--- src/rtl/icm_get_proc_thread_2.sv ---
// icm_get_proc_thread_2
// Second stage of the ICMGet pipeline. It pops one buffered request head from
// the ReqFIFO, decodes the ICM address into a cache set/tag, and issues a single
// tag lookup. A hit is forwarded with the cached entry on the response path. A
// miss is forwarded with the original head on the DMA-fetch path. Only one
// request is in flight at a time.
//
// Ports
//   clk, rst                  clock, asynchronous active-high reset
//   req_fifo_empty/dout/rd_en FWFT ReqFIFO read side (head valid while !empty)
//   lookup_req_*              tag lookup request (valid/ready, set, tag)
//   lookup_rsp_*              lookup result (1-cycle strobe, hit flag, entry)
//   hit_rsp_*                 hit response (valid/ready, head, entry data)
//   miss_req_*                miss request (valid/ready, head)
module icm_get_proc_thread_2 #(
  parameter int COUNT_MAX_LOG       = 2,
  parameter int MAX_REQ_TAG_NUM_LOG = 5,
  parameter int PHYSICAL_ADDR_WIDTH = 64,
  parameter int ICM_ADDR_WIDTH      = 64,
  parameter int HEAD_WIDTH          = COUNT_MAX_LOG*2 + MAX_REQ_TAG_NUM_LOG
                                      + PHYSICAL_ADDR_WIDTH + ICM_ADDR_WIDTH,
  parameter int CACHE_OFFSET_WIDTH  = 5,
  parameter int CACHE_SET_NUM_LOG   = 10,
  parameter int CACHE_ADDR_WIDTH    = 20,
  parameter int CACHE_TAG_WIDTH     = CACHE_ADDR_WIDTH - CACHE_OFFSET_WIDTH
                                      - CACHE_SET_NUM_LOG,
  parameter int CACHE_ENTRY_WIDTH   = 256
) (
  input  logic                         clk,
  input  logic                         rst,
  input  logic                         req_fifo_empty,
  input  logic [HEAD_WIDTH-1:0]        req_fifo_dout,
  output logic                         req_fifo_rd_en,
  output logic                         lookup_req_valid,
  output logic [CACHE_SET_NUM_LOG-1:0] lookup_req_set,
  output logic [CACHE_TAG_WIDTH-1:0]   lookup_req_tag,
  input  logic                         lookup_req_ready,
  input  logic                         lookup_rsp_valid,
  input  logic                         lookup_rsp_hit,
  input  logic [CACHE_ENTRY_WIDTH-1:0] lookup_rsp_data,
  output logic                         hit_rsp_valid,
  output logic [HEAD_WIDTH-1:0]        hit_rsp_head,
  output logic [CACHE_ENTRY_WIDTH-1:0] hit_rsp_data,
  input  logic                         hit_rsp_ready,
  output logic                         miss_req_valid,
  output logic [HEAD_WIDTH-1:0]        miss_req_head,
  input  logic                         miss_req_ready
);

  typedef enum logic [2:0] {
    IDLE     = 3'd0,
    LOOKUP   = 3'd1,
    WAIT_RSP = 3'd2,
    HIT_OUT  = 3'd3,
    MISS_OUT = 3'd4
  } state_t;

  state_t                         state;
  state_t                         state_nxt;
  logic [HEAD_WIDTH-1:0]          head_p0;
  logic [CACHE_ENTRY_WIDTH-1:0]   data_p1;
  logic [CACHE_SET_NUM_LOG-1:0]   dec_set;
  logic [CACHE_TAG_WIDTH-1:0]     dec_tag;
  logic                           pop;

  // icm_addr occupies the LSBs of the head. The byte offset is not needed for
  // the tag lookup, and address bits above CACHE_ADDR_WIDTH are ignored.
  assign dec_set = head_p0[CACHE_OFFSET_WIDTH +: CACHE_SET_NUM_LOG];
  assign dec_tag = head_p0[CACHE_OFFSET_WIDTH + CACHE_SET_NUM_LOG +: CACHE_TAG_WIDTH];

  // The pop is gated by rst so that no head leaves the FIFO while reset is held.
  assign pop = (state == IDLE) && !req_fifo_empty && !rst;

  // Stage p0: head latched on pop. Stage p1: entry latched on lookup response.
  always_ff @(posedge clk or posedge rst) begin
    if (rst) begin
      state   <= IDLE;
      head_p0 <= '0;
      data_p1 <= '0;
    end else begin
      state <= state_nxt;
      if (pop) begin
        head_p0 <= req_fifo_dout;
      end
      if ((state == WAIT_RSP) && lookup_rsp_valid) begin
        data_p1 <= lookup_rsp_data;
      end
    end
  end

  always_comb begin
    state_nxt        = state;
    req_fifo_rd_en   = 1'b0;
    lookup_req_valid = 1'b0;
    lookup_req_set   = '0;
    lookup_req_tag   = '0;
    hit_rsp_valid    = 1'b0;
    hit_rsp_head     = '0;
    hit_rsp_data     = '0;
    miss_req_valid   = 1'b0;
    miss_req_head    = '0;
    case (state)
      IDLE: begin
        req_fifo_rd_en = pop;
        if (pop) begin
          state_nxt = LOOKUP;
        end
      end
      LOOKUP: begin
        lookup_req_valid = 1'b1;
        lookup_req_set   = dec_set;
        lookup_req_tag   = dec_tag;
        if (lookup_req_ready) begin
          state_nxt = WAIT_RSP;
        end
      end
      WAIT_RSP: begin
        if (lookup_rsp_valid) begin
          state_nxt = lookup_rsp_hit ? HIT_OUT : MISS_OUT;
        end
      end
      HIT_OUT: begin
        hit_rsp_valid = 1'b1;
        hit_rsp_head  = head_p0;
        hit_rsp_data  = data_p1;
        if (hit_rsp_ready) begin
          state_nxt = IDLE;
        end
      end
      MISS_OUT: begin
        miss_req_valid = 1'b1;
        miss_req_head  = head_p0;
        if (miss_req_ready) begin
          state_nxt = IDLE;
        end
      end
      default: begin
        state_nxt = IDLE;
      end
    endcase
  end

endmodule

--- config.mk ---
export PLATFORM = sky130hd
export DESIGN_NAME = icm_get_proc_thread_2
export DESIGN_NICKNAME = d
export VERILOG_FILES = /design/src/rtl/icm_get_proc_thread_2.sv
export SDC_FILE = /design/constraint.sdc
export NUM_CORES = 1
export LEC_CHECK = 0
export ABC_AREA = 1
export CORE_AREA = 2 2 367 369
export CTS_CLUSTER_SIZE = 24
export DETAILED_ROUTE_END_ITERATION = 6
export DIE_AREA = 0 0 369 371
export DONT_BUFFER_PORTS = 1
export PLACE_DENSITY = 0.36
export RECOVER_POWER = 100
export SETUP_SLACK_MARGIN = 0.15
export SYNTH_ARGS = -nofsm -noshare
export SYNTH_HDL_FRONTEND = slang
export SYNTH_SLANG_ARGS = --single-unit
--- constraint.sdc ---
create_clock -name clk -period 14.3 [get_ports clk]
set_input_delay 2.86 -clock clk [delete_from_list [all_inputs] [get_ports clk]]
set_output_delay 2.86 -clock clk [all_outputs]
set_load 0.05 [all_outputs]
==> results of run 1 <==
-- power groups by stage --
stage	Sequential [uW]	Combinational [uW]	Clock, uW
after CTS	1740	2420	1370
after global routing	1800	2600	1410
final	1750	2390	1310
after detailed placement	1760	2420	0
after global placement	1760	2400	0
after floorplan	1750	1990	0
-- layout make-up --
type	count	area share, %
repair buffers	34	0.840
flip-flops and latches	396	46.9
multi-input cells	1361	26.6
clock inverters	11	0.556
inverters	407	7.27
diodes	4	0.0473
well taps	1768	10.5
clock buffers	79	7.35
-- cell usage after synthesis --
cell and instances:
a21oi_1 256, nand2_1 151, o21ai_0 137, inv_2 2, nand3_2 1, nor2_1 805
inv_1 405, and2_1 1, buf_6 12, buf_1 2, nand4_1 1, clkbuf_1 8
buf_4 35, nor2_4 1, nor3_1 1, dfrtp_1 396, buf_2 88, nand3_1 7
-- per-stage QoR --
stage	hold slack, ns	total power (uW)	worst slack (ns)
finish	0.509	5440	4.51
floorplan	0.481	3740	1.69
global route	0.525	5820	3.77
detailed placement	0.500	4180	7.16
CTS	0.514	5540	7.02
global placement	0.495	4160	7.18
-- layer usage --
metal	global-route usage (%)	vias to the layer above	wire, um
met2	16.4	655	34700
met3	4.04	104	6960
met5	0	-	39
met4	3.50	6	2210
met1	11.3	6736	28100
li1	-	6737	-
-- critical path: stages --
cell        delay, ns
clkinvlp_2       0.05
clkbuf_1         1.77
nand4_1          0.26
clkinvlp_2       1.97
-- state kept, by name (all words and copies together) (netlist names) --
signal	count
data_p1	256
head_p0	137
state	3
-- how the worst min path moves through the flow --
stage	startpoint	end	slack, ns	depth (start not counted)
floorplan	data_p1[0]	data_p1[0]	0.48	2
global placement	data_p1[167]	data_p1[167]	0.49	2
detailed placement	data_p1[188]	data_p1[188]	0.50	2
CTS	data_p1[188]	data_p1[188]	0.51	2
global route	data_p1[167]	data_p1[167]	0.52	2
finish	data_p1[63]	data_p1[63]	0.51	2
-- layout by cell type (no fill, tap or decap), types with 2 or more instances in the layout --
cell type	n
inv_6	2
clkbuf_8	13
clkbuf_16	53
clkinvlp_4	2
inv_1	404
dfrtp_1	396
clkinv_2	5
buf_4	9
a21oi_1	256
diode_2	4
nor2_1	805
nand2_1	151
nand3_1	8
clkbuf_1	37
clkinvlp_2	2
bufinv_16	2
o21ai_0	137
-- logic make-up after synthesis --
logic type	after synthesis
compound gates	393
buf+inv	552
simple gates	968
flops	396
==> results by group, run 1 <==
Outcome
  • Status: complete, but fails checks
  • Failing checks: capacitance limit, slew limit

GRT
  • GRT Total Usage: around a tenth
  • First-pass GRT wire length: 98500 um
  • Initial antenna violation count: 13
  • Vias in the first global route: 13500
  • Grt ovf: 0
  • Largest net degree at the start of global routing: 163

Setup path
  • FF-to-FF setup slack: 6.26 ns
  • Critical path arrival: 6.93 ns
  • CP Launch Point: rst
  • Source of the worst register-to-register timing path: state[2]
  • Worst setup EP type: output pin
  • R2R Path End: data_p1[126]
  • Crit path kind: in2out
  • Worst Setup EP: req_fifo_rd_en
  • Crit Path Max Fanout: 90
  • Critical path startpoint category: input port
  • Worst path required time: 11.44 ns
  • R2r worst-path depth: 6

Finish
  • FF/Latch Area: 0.00991 sq mm
  • Fin cells: 4060
  • Layout overhead on the synthesized area: 17.8%
  • Finished layout cell area: 0.0211 sq mm
  • Fin nets: 2653
  • Share of layout cells above drive strength 1: 3.98%
  • Final core occ: 15.9%
  • Area of the multi-input gates: roughly 0.0056 sq mm
  • Filler Cell Count: 15300

Clocking
  • CTS root buf: clkbuf_16
  • Skew-Pair Late Insertion Delay: 0.61 ns
  • Cts bufs inserted: 52
  • CTS sink cnt: ~400
  • Post-CTS setup buffer count: 0
  • CTS H-tree depth: 2
  • CTS resizes: 0
  • Clk slew on worst S/H paths: about 0.050 ns
  • CTS Hold Bufs: 0
  • Clock Tree Buf Depth: 3
  • CTS tree: done

STA
  • Clk_skew: 0.0122 ns
  • Setup TNS: 0 ns
  • RSZ-0062 raised after global routing: false
  • Slew Viols, Final: 894
  • Worst-margin pin slew: 6.58 ns
  • Final setup fails: 0
  • FMAX: 0.102 GHz
  • Worst slew margin: -339%
  • Final period util: 68.5%
  • Final min period: 9.79 ns
  • Hold Vio Cnt, Final: 0

Synthesis
  • Yosys top cell area share: a little under three fifths
  • Post-synthesis mux area share: 0%
  • Distinct cell type count after synthesis: 18
  • Sequential fraction of the synthesis area: roughly 55%
  • Synth Net Count: 2710
  • Main combinational cell family by area after synthesis: simple AND/OR/NAND/NOR gates
  • Yosys warnings: 0
  • Synth Instances: around 2300
  • Synth Area per Inst: 7.77 sq um
  • Yosys top cell by area: dfrtp_1
  • Post-synthesis adder-cell area fraction: 0%
  • Synth Area in Simple Gates: 20.4%
  • Xor and xnor fraction of the mapped netlist area: 0%
  • Compound-Gate Fraction of Synth Area: 11.0%
  • Mapped Area: roughly 0.018 sq mm
  • Area contributors post-synth: dfrtp_1, nor2_1, inv_1
  • Yosys reg bits: 396

Placement
  • Placement Cell Area: 0.0196 sq mm
  • Routability Congestion: 0.782
  • Port Buffers: 0
  • Detailed placer's ending HPWL: approximately 55000 um
  • Placed insts: 3966

Power
  • Pwr per Cell Area: 257 mW/mm^2
  • Switching power: 2680 uW
  • VDD IR max: 103 uV
  • Leakage: 0.0104 uW
  • Gate power share: 43.9%
  • Clock power share: roughly a quarter
  • Flop pwr share: 32.1%
  • Internal power: 2760 uW
  • Switching Share: 49.3%

Routing
  • DRC Markers: 0
  • WL per Instance: 17.7 um
  • Vias: 14200
  • Routed Antenna Nets: 0
  • Via/cell ratio: 3.51
  • DRT iter0 DRCs: 859
  • Pre-antenna DRT Iters: 6
  • Total wire length: 72100 um

Die
  • Die Y: 371 um
  • Die X: between 300 and 400 um
  • CORE AREA: 0.133 sq mm
  • Initial Utilization: 13.5%
  • Boundary Pins: 950
  • Std cell rows: approximately 130
  • Die Footprint: 0.137 sq mm

Job
  • Max-Cap Viols: 12

Min path
  • HP Class: reg2reg
Note: power is estimated with default switching activity, not from simulation.
==> run 2: changes to the inputs <==
--- a/config.mk
+++ b/config.mk
@@ -11,7 +11,7 @@
 export DETAILED_ROUTE_END_ITERATION = 6
 export DIE_AREA = 0 0 369 371
 export DONT_BUFFER_PORTS = 1
-export PLACE_DENSITY = 0.36
+export PLACE_DENSITY = 0.35
 export RECOVER_POWER = 100
 export SETUP_SLACK_MARGIN = 0.15
 export SYNTH_ARGS = -nofsm -noshare
==> constraint.sdc (replaced) <==
create_clock -name clk -period 9.72 [get_ports clk]
set_input_delay 1.944 -clock clk [delete_from_list [all_inputs] [get_ports clk]]
set_output_delay 1.944 -clock clk [all_outputs]
set_load 0.05 [all_outputs]
==> run 2 against run 1 <==
Net effect: the run still ends with capacitance limit, slew limit left; sequential share of layout area about the same; critical path depth rose by 1; via count shrank 0.27%; largest cell class unchanged; hold slack got worse by 0.0030 ns; critical path type is now in2reg; register-to-register slack worse by 2.7 ns; count of clock-buffer cells in the layout up 2; global-route usage is 0.099 points lower; sequential power up 47%; critical endpoint is now data_p1[249].
==> results by group, run 2 (synthesis results as in run 1) <==
Outcome
  • Status: complete, but fails checks (unchanged)
  • Failing checks: capacitance limit, slew limit (unchanged)

Setup path
  • Crit path kind: in2reg (was in2out)
  • Cell Chain, Critical Path: nand3_1 -> clkbuf_1 -> clkbuf_1 -> nor2_1 -> a21oi_1 (was clkinvlp_2 -> clkbuf_1 -> nand4_1 -> clkinvlp_2)
  • Crit path max-delay cell type: clkbuf_1 (was clkinvlp_2)
  • Critical path arrival: 7.36 ns (was 6.93 ns)
  • Critical path startpoint category: input port (unchanged)
  • Most used cell, CP: clkbuf_1 (was clkinvlp_2)
  • Crit-path max cell delay: 2.42 ns (was 1.97 ns)
  • Worst setup EP type: flop (was output pin)
  • Worst path required time: 10.20 ns (was 11.44 ns)
  • Crit Path Max Fanout: 79 (was 90)

Min path
  • HP Class: reg2reg (unchanged)

Finish
  • Layout overhead on the synthesized area: 17.7% (was 17.8%)
  • Fin nets: 2643 (was 2653)
  • Commonest non-fill, non-tap cell in the layout: nor2_1 (unchanged)
  • Share of layout cells above drive strength 1: 3.91% (was 3.98%)
  • Largest registers: data_p1: 256 flops, head_p0: 137 flops, state: 3 flops (unchanged)
  • Final core occ: 15.9% (about the same)
  • Filler Cell Count: 15300 (about the same)
  • Max FFs per register: 256 (unchanged)
  • Largest Register: data_p1 (unchanged)
  • Commonest non-fill, non-tap cells in the layout: nor2_1, inv_1, dfrtp_1 (unchanged)
  • Fin cells: 4047 (was 4060)

STA
  • RSZ-0062 raised after global routing: false (unchanged)
  • Final min period: 6.88 ns
  • Hold Vio Cnt, Final: 0 (unchanged)
  • Clk_skew: 0.0101 ns (was 0.0122 ns)
  • FMAX: roughly 0.15 GHz
  • Worst slew margin: -194% (was -339%)
  • Final period util: 70.8%
  • Slew Viols, Final: 515 (was 894)
  • Final setup fails: 0 (unchanged)
  • Worst-margin pin slew: 4.40 ns (was 6.58 ns)

Power
  • Pwr per Cell Area: 379 mW/mm^2 (was 257 mW/mm^2)
  • Leakage: 0.0104 uW (about the same)
  • Total power: 8000 uW (was 5440 uW)
  • VDD IR max: 148 uV (was 103 uV)

Clocking
  • CTS sink cnt: 396 (unchanged)
  • CTS H-tree depth: 2 (unchanged)
  • CTS tree: done (unchanged)
  • CTS Hold Bufs: 0 (unchanged)
  • Skew-Pair Late Insertion Delay: 0.60 ns (was 0.61 ns)
  • Post-CTS setup buffer count: 0 (unchanged)
  • Clk slew on worst S/H paths: 0.06 ns (was 0.05 ns)
  • Clock Tree Buf Depth: 3 (unchanged)
  • Cts bufs inserted: 50 (was 52)
  • CTS resizes: 0 (unchanged)
  • CTS root buf: clkbuf_16 (unchanged)

Routing
  • Via/cell ratio: 3.51 (about the same)
  • Routed Antenna Nets: 0 (unchanged)
  • WL per Instance: 17.6 um (was 17.7 um)
  • Pre-antenna DRT Iters: 4 (was 6)
  • Total wire length: 71400 um (was 72100 um)
  • DRT iter0 DRCs: 814 (was 859)
  • DRC Markers: 0 (unchanged)
  • Vias: 14200 (about the same)

GRT
  • First-pass GRT wire length: 98700 um (was 98500 um)
  • Vias in the first global route: 14000 (was 13500)
  • Grt ovf: 0 (unchanged)
  • Initial antenna violation count: 6 (was 13)
  • Largest net degree at the start of global routing: 190 (was 163)
  • GRT Total Usage: 9.76% (was 9.86%)

Die
  • CORE AREA: 0.133 sq mm (unchanged)
  • Die Y: 371 um (unchanged)
  • Initial Utilization: 13.5% (unchanged)
  • Std cell rows: 134 (unchanged)
  • Die X: 369 um (unchanged)
  • Boundary Pins: 950 (unchanged)
  • Die Footprint: 0.137 sq mm (unchanged)

Job
  • Max-Cap Viols: 9 (was 12)

Placement
  • Routability Congestion: 0.806 (was 0.782)
  • Port Buffers: 0 (unchanged)
  • Placed insts: 3958 (was 3966)
  • Detailed placer's ending HPWL: 54600 um (was 55000 um)
## run 2: changes by cell type in the layout (fill, tap and decap cells not counted), sizes merged
cell	previous run	this run
clkbuf	103	96
clkinvlp	4	1
diode	4	1
buf	10	11
inv	407	406
## run 2: cell type report
class | instances | area [sq um] | area share [%]
Sequential cell | 396 | 9910 | 46.9
Multi-Input combinational cell | 1361 | 5620 | 26.6
Tap cell | 1768 | 2210 | 10.5
Clock buffer | 81 | 1570 | 7.44
Inverter | 407 | 1540 | 7.31
Timing Repair Buffer | 26 | 176 | 0.835
Clock inverter | 7 | 85.1 | 0.403
Antenna cell | 1 | 2.50 | 0.0118
## run 2: worst max-delay path: cells and delay by family
kind            cells  cell delay [ns]
compound gates      1             0.31
simple gates        2             0.80
buf+inv             2             4.19
## run 2: per-stage QoR
stage / setup slack [ns] / cell area, sq um / TNS [ns] / hold WS, ns
global route: 2.12 / 21100 / 0 / 0.528
finish: 2.84 / 21100 / 0 / 0.506
CTS: 4.27 / 21200 / 0 / 0.514
global placement: 4.17 / 19600 / 0 / 0.492
detailed placement: 4.20 / 19600 / 0 / 0.500
floorplan: -1.06 / 17900 / -1.06 / 0.481
## run 2: routing by layer
metal | part of all wire, % | wire length (um) | vias to the layer above | global-route usage (%)
li1 | - | - | 6713 | -
met1 | 41 | 28900 | 6791 | 11.5
met2 | 49 | 35200 | 596 | 16.9
met3 | 7.2 | 5130 | 100 | 2.82
met4 | 2.9 | 2110 | 0 | 3.15
met5 | 0 | 0 | - | 0
## run 2: power breakdown
| part | switching, uW | internal (uW) |
|---|---|---|
| clock network | 744 | 1150 |
| logic | 3040 | 503 |
| registers | 173 | 2390 |
## run 2: final timing paths
| check | slack, ns | from | depth (start not counted) | to |
|---|---|---|---|---|
| worst max-delay path | 2.84 | lookup_rsp_valid | 5 | data_p1[249] |
| worst min-delay path | 0.51 | data_p1[187] | 2 | data_p1[187] |
| worst max register to register | 3.57 | state[2] | 6 | data_p1[249] |
| worst min register to register | 0.51 | data_p1[187] | 2 | data_p1[187] |
| max in group asynchronous | 3.26 | rst | 5 | data_p1[233] |
| min in group asynchronous | 1.36 | rst | 1 | head_p0[15] |
